## src/rtl/freq_ctrl_pkg.sv

```systemverilog
// Shared types, default timing and the PINC rounding helper for the key-driven
// DDS frequency controller.
package freq_ctrl_pkg;

  typedef enum logic [1:0] {
    RPT_IDLE   = 2'd0,
    RPT_PRESS  = 2'd1,
    RPT_REPEAT = 2'd2
  } rpt_state_t;

  // 50 MHz clock: 20 ms debounce, 0.5 s hold, 0.1 s repeat
  localparam int unsigned DEB_CYCLES_DEF    = 1_000_000;
  localparam int unsigned HOLD_CYCLES_DEF   = 25_000_000;
  localparam int unsigned REPEAT_CYCLES_DEF = 5_000_000;
  localparam int unsigned PINC_K_DEF        = 41943;
  localparam int unsigned PINC_SH_DEF       = 10;

  // Round-to-nearest fixed-point scaling: (code * k + 2^(sh-1)) >> sh.
  function automatic logic [63:0] pinc_round(input logic [63:0] code,
                                             input logic [63:0] k,
                                             input int unsigned sh);
    logic [63:0] half;
    half = (sh == 0) ? 64'd0 : (64'd1 << (sh - 1));
    return (code * k + half) >> sh;
  endfunction

endpackage

```

## src/rtl/freq_ctrl_param_key.sv

```systemverilog
// One push-button channel: 2-FF synchroniser, debounce, and the
// press / hold / auto-repeat event generator with an external inhibit.
module key_rpt_debounce
  import freq_ctrl_pkg::*;
#(
  parameter int unsigned DEB_CYCLES    = DEB_CYCLES_DEF,
  parameter int unsigned HOLD_CYCLES   = HOLD_CYCLES_DEF,
  parameter int unsigned REPEAT_CYCLES = REPEAT_CYCLES_DEF
) (
  input  logic       clk_50m,
  input  logic       rst_n,
  input  logic       key_raw,
  input  logic       inhibit,
  output logic       clean_level,
  output logic       evt,
  output rpt_state_t state
);

  localparam int unsigned RPT_MAX = (HOLD_CYCLES > REPEAT_CYCLES) ? HOLD_CYCLES : REPEAT_CYCLES;
  localparam int DW = $clog2(DEB_CYCLES + 1);
  localparam int RW = $clog2(RPT_MAX + 1);
  localparam logic [DW-1:0] DEB_LAST  = DW'(DEB_CYCLES - 1);
  localparam logic [RW-1:0] HOLD_LAST = RW'(HOLD_CYCLES - 1);
  localparam logic [RW-1:0] REP_LAST  = RW'(REPEAT_CYCLES - 1);

  logic [1:0]    sync_q;
  logic          clean_d;
  logic          fall;
  logic [DW-1:0] deb_cnt;
  logic [RW-1:0] rpt_cnt, rpt_cnt_n;
  rpt_state_t    state_n;

  // Levels are active-low; everything resets to "released".
  always_ff @(posedge clk_50m or negedge rst_n) begin
    if (!rst_n) begin
      sync_q      <= 2'b11;
      clean_level <= 1'b1;
      clean_d     <= 1'b1;
      deb_cnt     <= '0;
    end else begin
      sync_q  <= {sync_q[0], key_raw};
      clean_d <= clean_level;
      if (sync_q[1] != clean_level) begin
        if (deb_cnt == DEB_LAST) begin
          clean_level <= sync_q[1];
          deb_cnt     <= '0;
        end else begin
          deb_cnt <= deb_cnt + 1'b1;
        end
      end else begin
        deb_cnt <= '0;
      end
    end
  end

  assign fall = clean_d & ~clean_level;

  always_ff @(posedge clk_50m or negedge rst_n) begin
    if (!rst_n) begin
      state   <= RPT_IDLE;
      rpt_cnt <= '0;
    end else begin
      state   <= state_n;
      rpt_cnt <= rpt_cnt_n;
    end
  end

  // Inhibit wins over everything: it parks the FSM and swallows events.
  always_comb begin
    state_n   = state;
    rpt_cnt_n = '0;
    evt       = 1'b0;
    case (state)
      RPT_IDLE: begin
        if (fall && !inhibit) begin
          state_n = RPT_PRESS;
          evt     = 1'b1;
        end
      end
      RPT_PRESS: begin
        if (inhibit || clean_level) begin
          state_n = RPT_IDLE;
        end else if (rpt_cnt == HOLD_LAST) begin
          state_n = RPT_REPEAT;
          evt     = 1'b1;
        end else begin
          rpt_cnt_n = rpt_cnt + 1'b1;
        end
      end
      RPT_REPEAT: begin
        if (inhibit || clean_level) begin
          state_n = RPT_IDLE;
        end else if (rpt_cnt == REP_LAST) begin
          evt = 1'b1;
        end else begin
          rpt_cnt_n = rpt_cnt + 1'b1;
        end
      end
      default: state_n = RPT_IDLE;
    endcase
  end

endmodule

```

## src/rtl/freq_ctrl_param.sv

```systemverilog
// Two-key frequency code controller: steps a bounded code from debounced keys
// and ships the matching DDS phase increment over an AXI-Stream config port.
module freq_ctrl_param
  import freq_ctrl_pkg::*;
#(
  parameter int          CODE_W        = 6,
  parameter int unsigned FREQ_MIN      = 1,
  parameter int unsigned FREQ_MAX      = 30,
  parameter int unsigned FREQ_DEF      = 1,
  parameter int unsigned WRAP          = 1,
  parameter int          PHASE_W       = 24,
  parameter int unsigned PINC_K        = PINC_K_DEF,
  parameter int unsigned PINC_SH       = PINC_SH_DEF,
  parameter int unsigned DEB_CYCLES    = DEB_CYCLES_DEF,
  parameter int unsigned HOLD_CYCLES   = HOLD_CYCLES_DEF,
  parameter int unsigned REPEAT_CYCLES = REPEAT_CYCLES_DEF
) (
  input  logic               clk_50m,
  input  logic               rst_n,
  input  logic [1:0]         key,
  output logic [CODE_W-1:0]  freq_code,
  output logic               step_pulse,
  output logic [PHASE_W-1:0] cfg_tdata,
  output logic               cfg_tvalid,
  input  logic               cfg_tready
);

  if (!(FREQ_MIN <= FREQ_DEF && FREQ_DEF <= FREQ_MAX && 64'(FREQ_MAX) < (64'd1 << CODE_W)))
    begin : g_bad_range
      $error("freq_ctrl_param: code limits out of range");
    end
  if (DEB_CYCLES < 1 || HOLD_CYCLES < 1 || REPEAT_CYCLES < 1) begin : g_bad_timing
    $error("freq_ctrl_param: timing parameters must be >= 1");
  end
  if (PHASE_W > 64 || PINC_SH > 63) begin : g_bad_pinc
    $error("freq_ctrl_param: PINC widths exceed 64 bits");
  end

  localparam logic [CODE_W-1:0] C_MIN = CODE_W'(FREQ_MIN);
  localparam logic [CODE_W-1:0] C_MAX = CODE_W'(FREQ_MAX);
  localparam logic [CODE_W-1:0] C_DEF = CODE_W'(FREQ_DEF);

  logic               dn_level, up_level, dn_evt, up_evt;
  rpt_state_t         dn_state, up_state;
  logic               lock, lock_n;
  logic [CODE_W-1:0]  code_n;
  logic               changed;
  logic [PHASE_W-1:0] pinc_q;
  logic               pinc_stale;
  logic               pending;
  logic               load;

  key_rpt_debounce #(
    .DEB_CYCLES(DEB_CYCLES), .HOLD_CYCLES(HOLD_CYCLES), .REPEAT_CYCLES(REPEAT_CYCLES)
  ) u_dn (
    .clk_50m(clk_50m), .rst_n(rst_n), .key_raw(key[0]), .inhibit(lock),
    .clean_level(dn_level), .evt(dn_evt), .state(dn_state)
  );

  key_rpt_debounce #(
    .DEB_CYCLES(DEB_CYCLES), .HOLD_CYCLES(HOLD_CYCLES), .REPEAT_CYCLES(REPEAT_CYCLES)
  ) u_up (
    .clk_50m(clk_50m), .rst_n(rst_n), .key_raw(key[1]), .inhibit(lock),
    .clean_level(up_level), .evt(up_evt), .state(up_state)
  );

  // An event while the other key is held (or both events at once) is the
  // two-key reset; the lock holds both channels idle until both are released.
  always_comb begin
    code_n = freq_code;
    lock_n = lock;
    if (lock && up_level && dn_level && up_state == RPT_IDLE && dn_state == RPT_IDLE)
      lock_n = 1'b0;
    if ((up_evt && (dn_evt || !dn_level)) || (dn_evt && !up_level)) begin
      code_n = C_DEF;
      lock_n = 1'b1;
    end else if (up_evt) begin
      if (freq_code == C_MAX) code_n = (WRAP != 0) ? C_MIN : freq_code;
      else                    code_n = freq_code + 1'b1;
    end else if (dn_evt) begin
      if (freq_code == C_MIN) code_n = (WRAP != 0) ? C_MAX : freq_code;
      else                    code_n = freq_code - 1'b1;
    end
  end

  assign changed = (code_n != freq_code);

  // Config port: cfg_tdata is frozen while cfg_tvalid is high and the beat
  // completes on cfg_tvalid & cfg_tready. A new word is loaded only while idle,
  // once the PINC register reflects the current code; code changes during an
  // outstanding beat leave pending set so only the latest code follows.
  assign load = !cfg_tvalid && pending && !pinc_stale;

  always_ff @(posedge clk_50m or negedge rst_n) begin
    if (!rst_n) begin
      freq_code  <= C_DEF;
      step_pulse <= 1'b0;
      lock       <= 1'b0;
      pinc_q     <= '0;
      pinc_stale <= 1'b1;
      pending    <= 1'b1;
      cfg_tvalid <= 1'b0;
      cfg_tdata  <= '0;
    end else begin
      freq_code  <= code_n;
      step_pulse <= changed;
      lock       <= lock_n;
      pinc_q     <= PHASE_W'(pinc_round(64'(freq_code), 64'(PINC_K), PINC_SH));
      pinc_stale <= changed;
      if (changed)   pending <= 1'b1;
      else if (load) pending <= 1'b0;
      if (cfg_tvalid && cfg_tready) begin
        cfg_tvalid <= 1'b0;
      end else if (load) begin
        cfg_tvalid <= 1'b1;
        cfg_tdata  <= pinc_q;
      end
    end
  end

endmodule

```

## config.mk

```make
export PLATFORM = sky130hd
export DESIGN_NAME = freq_ctrl_param
export DESIGN_NICKNAME = d
export VERILOG_FILES = /design/src/rtl/freq_ctrl_pkg.sv /design/src/rtl/freq_ctrl_param_key.sv /design/src/rtl/freq_ctrl_param.sv
export SDC_FILE = /design/constraint.sdc
export NUM_CORES = 1
export LEC_CHECK = 0
export CORE_MARGIN = 4
export CORE_UTILIZATION = 41
export CTS_BUF_LIST = sky130_fd_sc_hd__clkbuf_4
export DETAILED_ROUTE_END_ITERATION = 16
export SLEW_MARGIN = 20
export SYNTH_ARGS = -nofsm -noshare
export SYNTH_HDL_FRONTEND = slang
export SYNTH_HIERARCHICAL = 1
export SYNTH_SLANG_ARGS = --single-unit
```

## constraint.sdc

```tcl
create_clock -name clk_50m -period 4.5 [get_ports clk_50m]
set_input_delay 0.45 -clock clk_50m [delete_from_list [all_inputs] [get_ports clk_50m]]
set_output_delay 0.45 -clock clk_50m [all_outputs]
set_load 0.02 [all_outputs]
```

* Word-level counts from Yosys, hierarchy flattened *
Cells that the tools add are included.

word-level totals
  flip-flop bits (word level) = 139
  input port bits = 5
  output and inout bits = 32
  word-level logic and storage cells = 131

operators by class
  $add $sub $neg = 7
  multiply operators = 1
  equality and inequality tests = 21
  multiplexer cells = 47
  bitwise gates (word level) = 5
  reductions and logical operators = 30

operators by type and width
  cell                                                                      number
  25-bit two-way mux                                                        8
  25-bit case mux with 2 select lines                                       2
  20-bit two-way mux                                                        4
  25-bit by 1-bit adder with 25-bit output (second input constant)          2
  25-bit by 23-bit == test with 1-bit output (second input constant)        2
  25-bit == test (second input constant)                                    2
  20-bit by 1-bit adder with 20-bit output (second input constant)          2
  20-bit == test (second input constant)                                    2
  6-bit two-way mux                                                         5
  22-bit by 10-bit adder with 23-bit output (second input constant)         1
  6-bit by 16-bit multiplier with 22-bit output (second input constant)     1
  1-bit two-way mux                                                         16
  2-bit two-way mux                                                         8
  2-bit case mux with 3 select lines                                        2
  1-bit logical AND                                                         11
  2-bit by 1-bit inequality test with 1-bit output (second input constant)  4
  6-bit by 1-bit adder with 6-bit output (second input constant)            1
  6-bit by 1-bit == test with 1-bit output (second input constant)          1
  6-bit by 5-bit == test with 1-bit output (second input constant)          1
  3-bit by 1-bit inequality test with 1-bit output (second input constant)  2
  6-bit inequality test                                                     1
  1-bit case mux with 3 select lines                                        2
  2-bit AND reduction                                                       3
  3-bit AND reduction                                                       2
  other kinds (10)                                                          26

* Longest topological paths before layout *
  word-level depth = 11
  gate-level depth with buffers = 14
  mapped depth without buffers = 14

* Cells and area by module *
Netlist, hierarchy kept.

by module, submodules not included
  module            instances  cells an instance  area each (µm²)  seq. area each (µm²)
  key_rpt_debounce  2          280                2797.7           1281.2
  freq_ctrl_param   1          318                3384.5           929.6

* Worst setup path before layout *
OpenSTA, ideal clock, no wires.

  path kind = register to register
  start point = register freq_code[0]
  end point = register pinc_q[6]
  library setup time = 0.123 ns
  arrival time = 4.193 ns
  required time = 4.377 ns
  path slack = 0.184 ns
  cell stages (with the launch flop) = 14
  path through = dfstp_2 > inv_1 > fa_1 > inv_1 > fa_1 > fa_1 > fa_1 > ha_1 > o21ai_0 > or2_2 > o31ai_1 > a31o_2 > a21oi_1 > xnor2_1

on the way
  longest elaborated chain between the ends = 2

RTL lines
  item                                           RTL line                RTL
  start, declared                                freq_ctrl_param.sv:21   output logic [CODE_W-1:0] freq_code,
  start signal, assigned                         freq_ctrl_param.sv:105  freq_code <= code_n;
  6-bit by 16-bit multiplier with 22-bit output  freq_ctrl_pkg.sv:24     return (code * k + half) >> sh;
  22-bit by 10-bit adder with 23-bit output      freq_ctrl_pkg.sv:24
  end signal, assigned                           freq_ctrl_param.sv:108  pinc_q <= PHASE_W'(pinc_round(64'(freq_code), 64'(PINC_K), PINC_SH));
  end, declared                                  freq_ctrl_param.sv:48   logic [PHASE_W-1:0] pinc_q;

No other way between the ends.
A chain may end at the register's enable or synchronous reset.

* Worst setup path in the final report *
  start point = register freq_code[0]
  end point = register pinc_q[11]

Same word-level chain as after synthesis.

==> parameters.txt <==
Parameter                              Value

Status
  Result of the run ... finished, final reports clean

Worst setup path
  Most Frequent Cell on Critical Path ... fa_1
  Startpoint type of the worst setup path ... register
  Critical path buffers and inverters ... 2
  WS Path Type ... reg -> reg
  Kind of cell adding the most delay to the critical path ... adder cells
  Crit path capture type ... register
  Worst Path Max Fanout ... 6
  Slowest cell on crit path ... dfstp_2
  Data arrival, critical path ... between 4000 and 5000 ps
  Data required time of the critical path ... around 5000 ps
  Critical path cell sequence ... inv_1 > fa_1 > inv_1 > fa_1 > fa_1 > ha_1 > ha_1 > a2111o_1 > a31oi_1 > o22ai_2 > or2_1 > a31oi_1 > xnor2_1
  Peak per-stage delay on the critical path ... 550 ps

Synthesis
  Cell count after synthesis ... between 800 and 900
  Fraction of the yosys area taken by sequential cells ... 0.389
  Total standard cell area after synthesis ... roughly 9000 sq um
  Count of flip-flops with a built-in enable after synthesis ... 0
  Post-synth top flop ... dfrtp_1
  Synth warn ... 6
  Share of Yosys cell area claimed by the top area cell type ... 0.357
  Cell types occupying the most area after synthesis ... dfrtp_1 (36%), ha_1 (11%), xnor2_1 (5.6%)
  Cell taking the most area after synthesis ... dfrtp_1
  Fraction of registers with async set/reset ... 1.00
  Flip-flop and latch count after synthesis ... around 140
  Average cell area after synthesis ... around 10 sq um
  Unique masters post-synth ... 70

Global route
  Total global-route track usage ... 0.160
  Vias in the first global route ... ~6600
  Number of antenna violations at the first check in global routing ... 1
  Global-route wire length before repair ... 32500 microns
  Maximum number of pins on one net before global-route repair ... 108
  Overflow after GRT ... 0

STA
  RSZ-0062 raised after global routing ... no
  Worst-case headroom to the max-slew limit ... 0.399
  Slew Limit Fails ... 0
  Sum Neg Setup Slack ... 0 ps
  Number of hold violations in the final report ... 0
  Share of the clock period used by the worst path after layout ... 0.937
  Number of endpoints failing setup at the final stage ... 0
  Tmin final ... 4220 ps
  Highest attainable clock frequency ... around 0.24 GHz
  Clock skew after layout ... approximately 29 ps
  Transition time of the tightest slew-check pin ... 902 ps

Floorplanning
  I/O pin cnt ... 37
  Initial core utilization ... 0.422
  Row count ... 53
  Die area ... between 20000 and 25000 sq um
  Area of the core ... about 21000 sq um
  Die W ... ~160 microns
  Die Span Y ... 156 microns

Clocking
  Maximum count of clock buffers along a single path ... 2
  Number of H-tree branching levels ... 4
  Master cell of the clock root buffer ... clkbuf_4
  CTS clk-pin slew, worst paths ... roughly 150 ps
  Post-CTS repair timing setup buffer count ... 0
  Clock Sinks ... between 100 and 150
  Clock tree from TritonCTS ... built
  Clock latency of the later-clocked register in the worst-skew pair ... between 500 and 600 ps
  Clock buffer count from CTS ... 17

Placed design
  Number of I/O port buffers ... 25
  Count of placed standard cells including taps ... about 1200
  Global placement routability congestion ... 0.813
  Detailed Place HPWL ... about 13000 microns
  Placed cell area ... around 9500 sq um

Route
  Routed wire per std cell ... roughly 15 microns
  Total wire length after detailed routing ... 18200 microns
  Detailed Routing Iterations Pass 1 ... 5
  DRC marker count from the first detailed-route iteration ... 466
  Mean number of vias per cell ... between 5 and 6
  Number of nets with antenna violations after detailed routing ... 0
  Via count ... around 6600
  DRC viols ... 0

Worst hold path
  Hold Path Class ... in -> async

Pwr
  Total leakage power ... around 0.0042 uW
  Pwr/cell area ... between 200 and 250 nW/um^2
  VDD IR-drop max ... about 140 uV

Layout
  Synthesis-to-layout area growth ... 9.34%
  Final Net Count ... between 1000 and 1500
  Cell Count, Final, Fillers Out ... around 1200
  Share of post-route cells with drive strength above 1 ... 0.118
  Post-route standard cell area excluding fillers ... around 9800 sq um
  # fillers ... about 2000

Job
  Number of violations of the max-capacitance limit ... 0
cell families after synthesis:
| group | count (synthesis) | synth area share |
|---|---|---|
| AOI/OAI and AO/OA | 168 | 0.136 |
| xor gates and xnor gates | 71 | 0.0692 |
| adders and majority gates | 97 | 0.150 |
| buffers and inverters | 98 | 0.0510 |
| DFF | 139 | 0.389 |
| muxes | 18 | 0.0223 |
| other | 1 | 0.000418 |
| and+or+nand+nor | 286 | 0.182 |
synthesized netlist by cell type, types with 3 or more instances:
library cell    n
o31ai_1        20
nor3b_1         3
a31oi_1        11
buf_6           5
or3_1          21
a211oi_1       34
a221oi_1       16
a21o_1          7
nand3_1        41
or4_1          24
mux2_2         16
inv_1          59
fa_1           18
o22ai_1         4
and3_1          8
buf_2           9
or2_2           4
nor2_1         58
nor4_1         20
xnor2_1        57
a21boi_0        3
a21oi_1        26
o21ai_0        16
a31o_2          3
o21a_1          3
clkbuf_1       14
or3b_2          4
nand4_1        22
nor2b_1         3
dfstp_2        11
buf_4          11
o21ai_2         5
xor2_1         14
and4_1          6
nand2_1        37
nor3_1         11
dfrtp_1       128
ha_1           79
final cells by class:
cell class / instances / area (sq um) / area share
diodes: 1 / 2.50 / 0.000255
clock buffers: 18 / 135 / 0.0138
clock inverters: 14 / 136 / 0.0139
inverters: 59 / 221 / 0.0226
multi-input cells: 651 / 5100 / 0.519
flip-flops and latches: 139 / 3490 / 0.356
well taps: 275 / 344 / 0.0350
repair buffers: 40 / 387 / 0.0394
what timing repair did:
action,in CTS,in global routing
resized for setup,0,1
setup endpoints to repair,0,1
hold endpoints to repair,1,0
hold buffers,1,0
layer usage:
metal  wire, microns  GRT usage  share of wire  up-vias
met2            8510      0.261           0.47      113
met5               0          0              0        -
met4             236     0.0467          0.013        0
met1            8720      0.219           0.48     3220
li1                -          -              -     3283
met3             688     0.0294          0.038       19
final timing paths:
path | from | to | slack [ps] | depth (start not counted)
worst min register to register | u_dn/sync_q[0] | u_dn/sync_q[1] | 370 | 0
worst min-delay path | rst_n | pinc_q[11] | 310 | 2
worst max register to register | freq_code[0] | pinc_q[11] | 280 | 13
max in group asynchronous | rst_n | u_dn/sync_q[1] | 3050 | 4
min in group clk_50m | key[0] | u_dn/sync_q[0] | 330 | 1
worst max-delay path | freq_code[0] | pinc_q[11] | 280 | 13
worst register-to-register path, cell delays in order, from the launching register on:
cell      delay, ps
dfstp_2         550
inv_1           110
fa_1            550
inv_1            60
fa_1            460
fa_1            490
ha_1            300
ha_1            220
a2111o_1        280
a31oi_1         280
o22ai_2         160
or2_1           270
a31oi_1         290
xnor2_1         160
layout by cell type (no fill, tap or decap), types with 6 or more instances in the layout:
master,count
a211oi_1,34
a21o_1,7
a21oi_1,26
a221oi_1,16
a31oi_1,11
and3_1,8
and4_1,6
buf_4,13
clkbuf_4,18
clkdlybuf4s50_1,24
conb_1,11
dfrtp_1,128
dfstp_2,11
fa_1,18
ha_1,79
inv_1,59
inv_6,6
mux2_2,16
nand2_1,37
nand3_1,41
nand4_1,22
nor2_1,58
nor3_1,11
nor4_1,20
o21ai_0,16
o31ai_1,20
or3_1,21
or4_1,24
xnor2_1,57
xor2_1,14
through the flow:
| step | util | setup slack, ps | hold WS [ps] | total power [uW] |
|---|---|---|---|---|
| global placement | 0.445 | 290 | 347 | 1340 |
| detailed placement | 0.445 | 209 | 350 | 1340 |
| global route | 0.461 | 31.2 | 269 | 2240 |
| floorplan | - | 184 | 154 | 1310 |
| finish | 0.461 | 284 | 309 | 2130 |
| CTS | 0.459 | 212 | 248 | 2180 |
flip-flops by register name, summed over array words and instances, names as in the netlist, 2 cells and up:
signal and count:
freq_code 6, u_up/deb_cnt 20, u_dn/state 2, u_up/state 2, u_dn/deb_cnt 20, pinc_q 13
cfg_tdata 13, u_up/rpt_cnt 25, u_up/sync_q 2, u_dn/sync_q 2, u_dn/rpt_cnt 25
report_power, final:
part | internal (uW) | switching [uW] | total [uW]
logic | 11.8 | 42.5 | 54.3
registers | 1260 | 6.74 | 1260
clock network | 292 | 524 | 816
No activity file was read; power rests on OpenSTA's default activity.
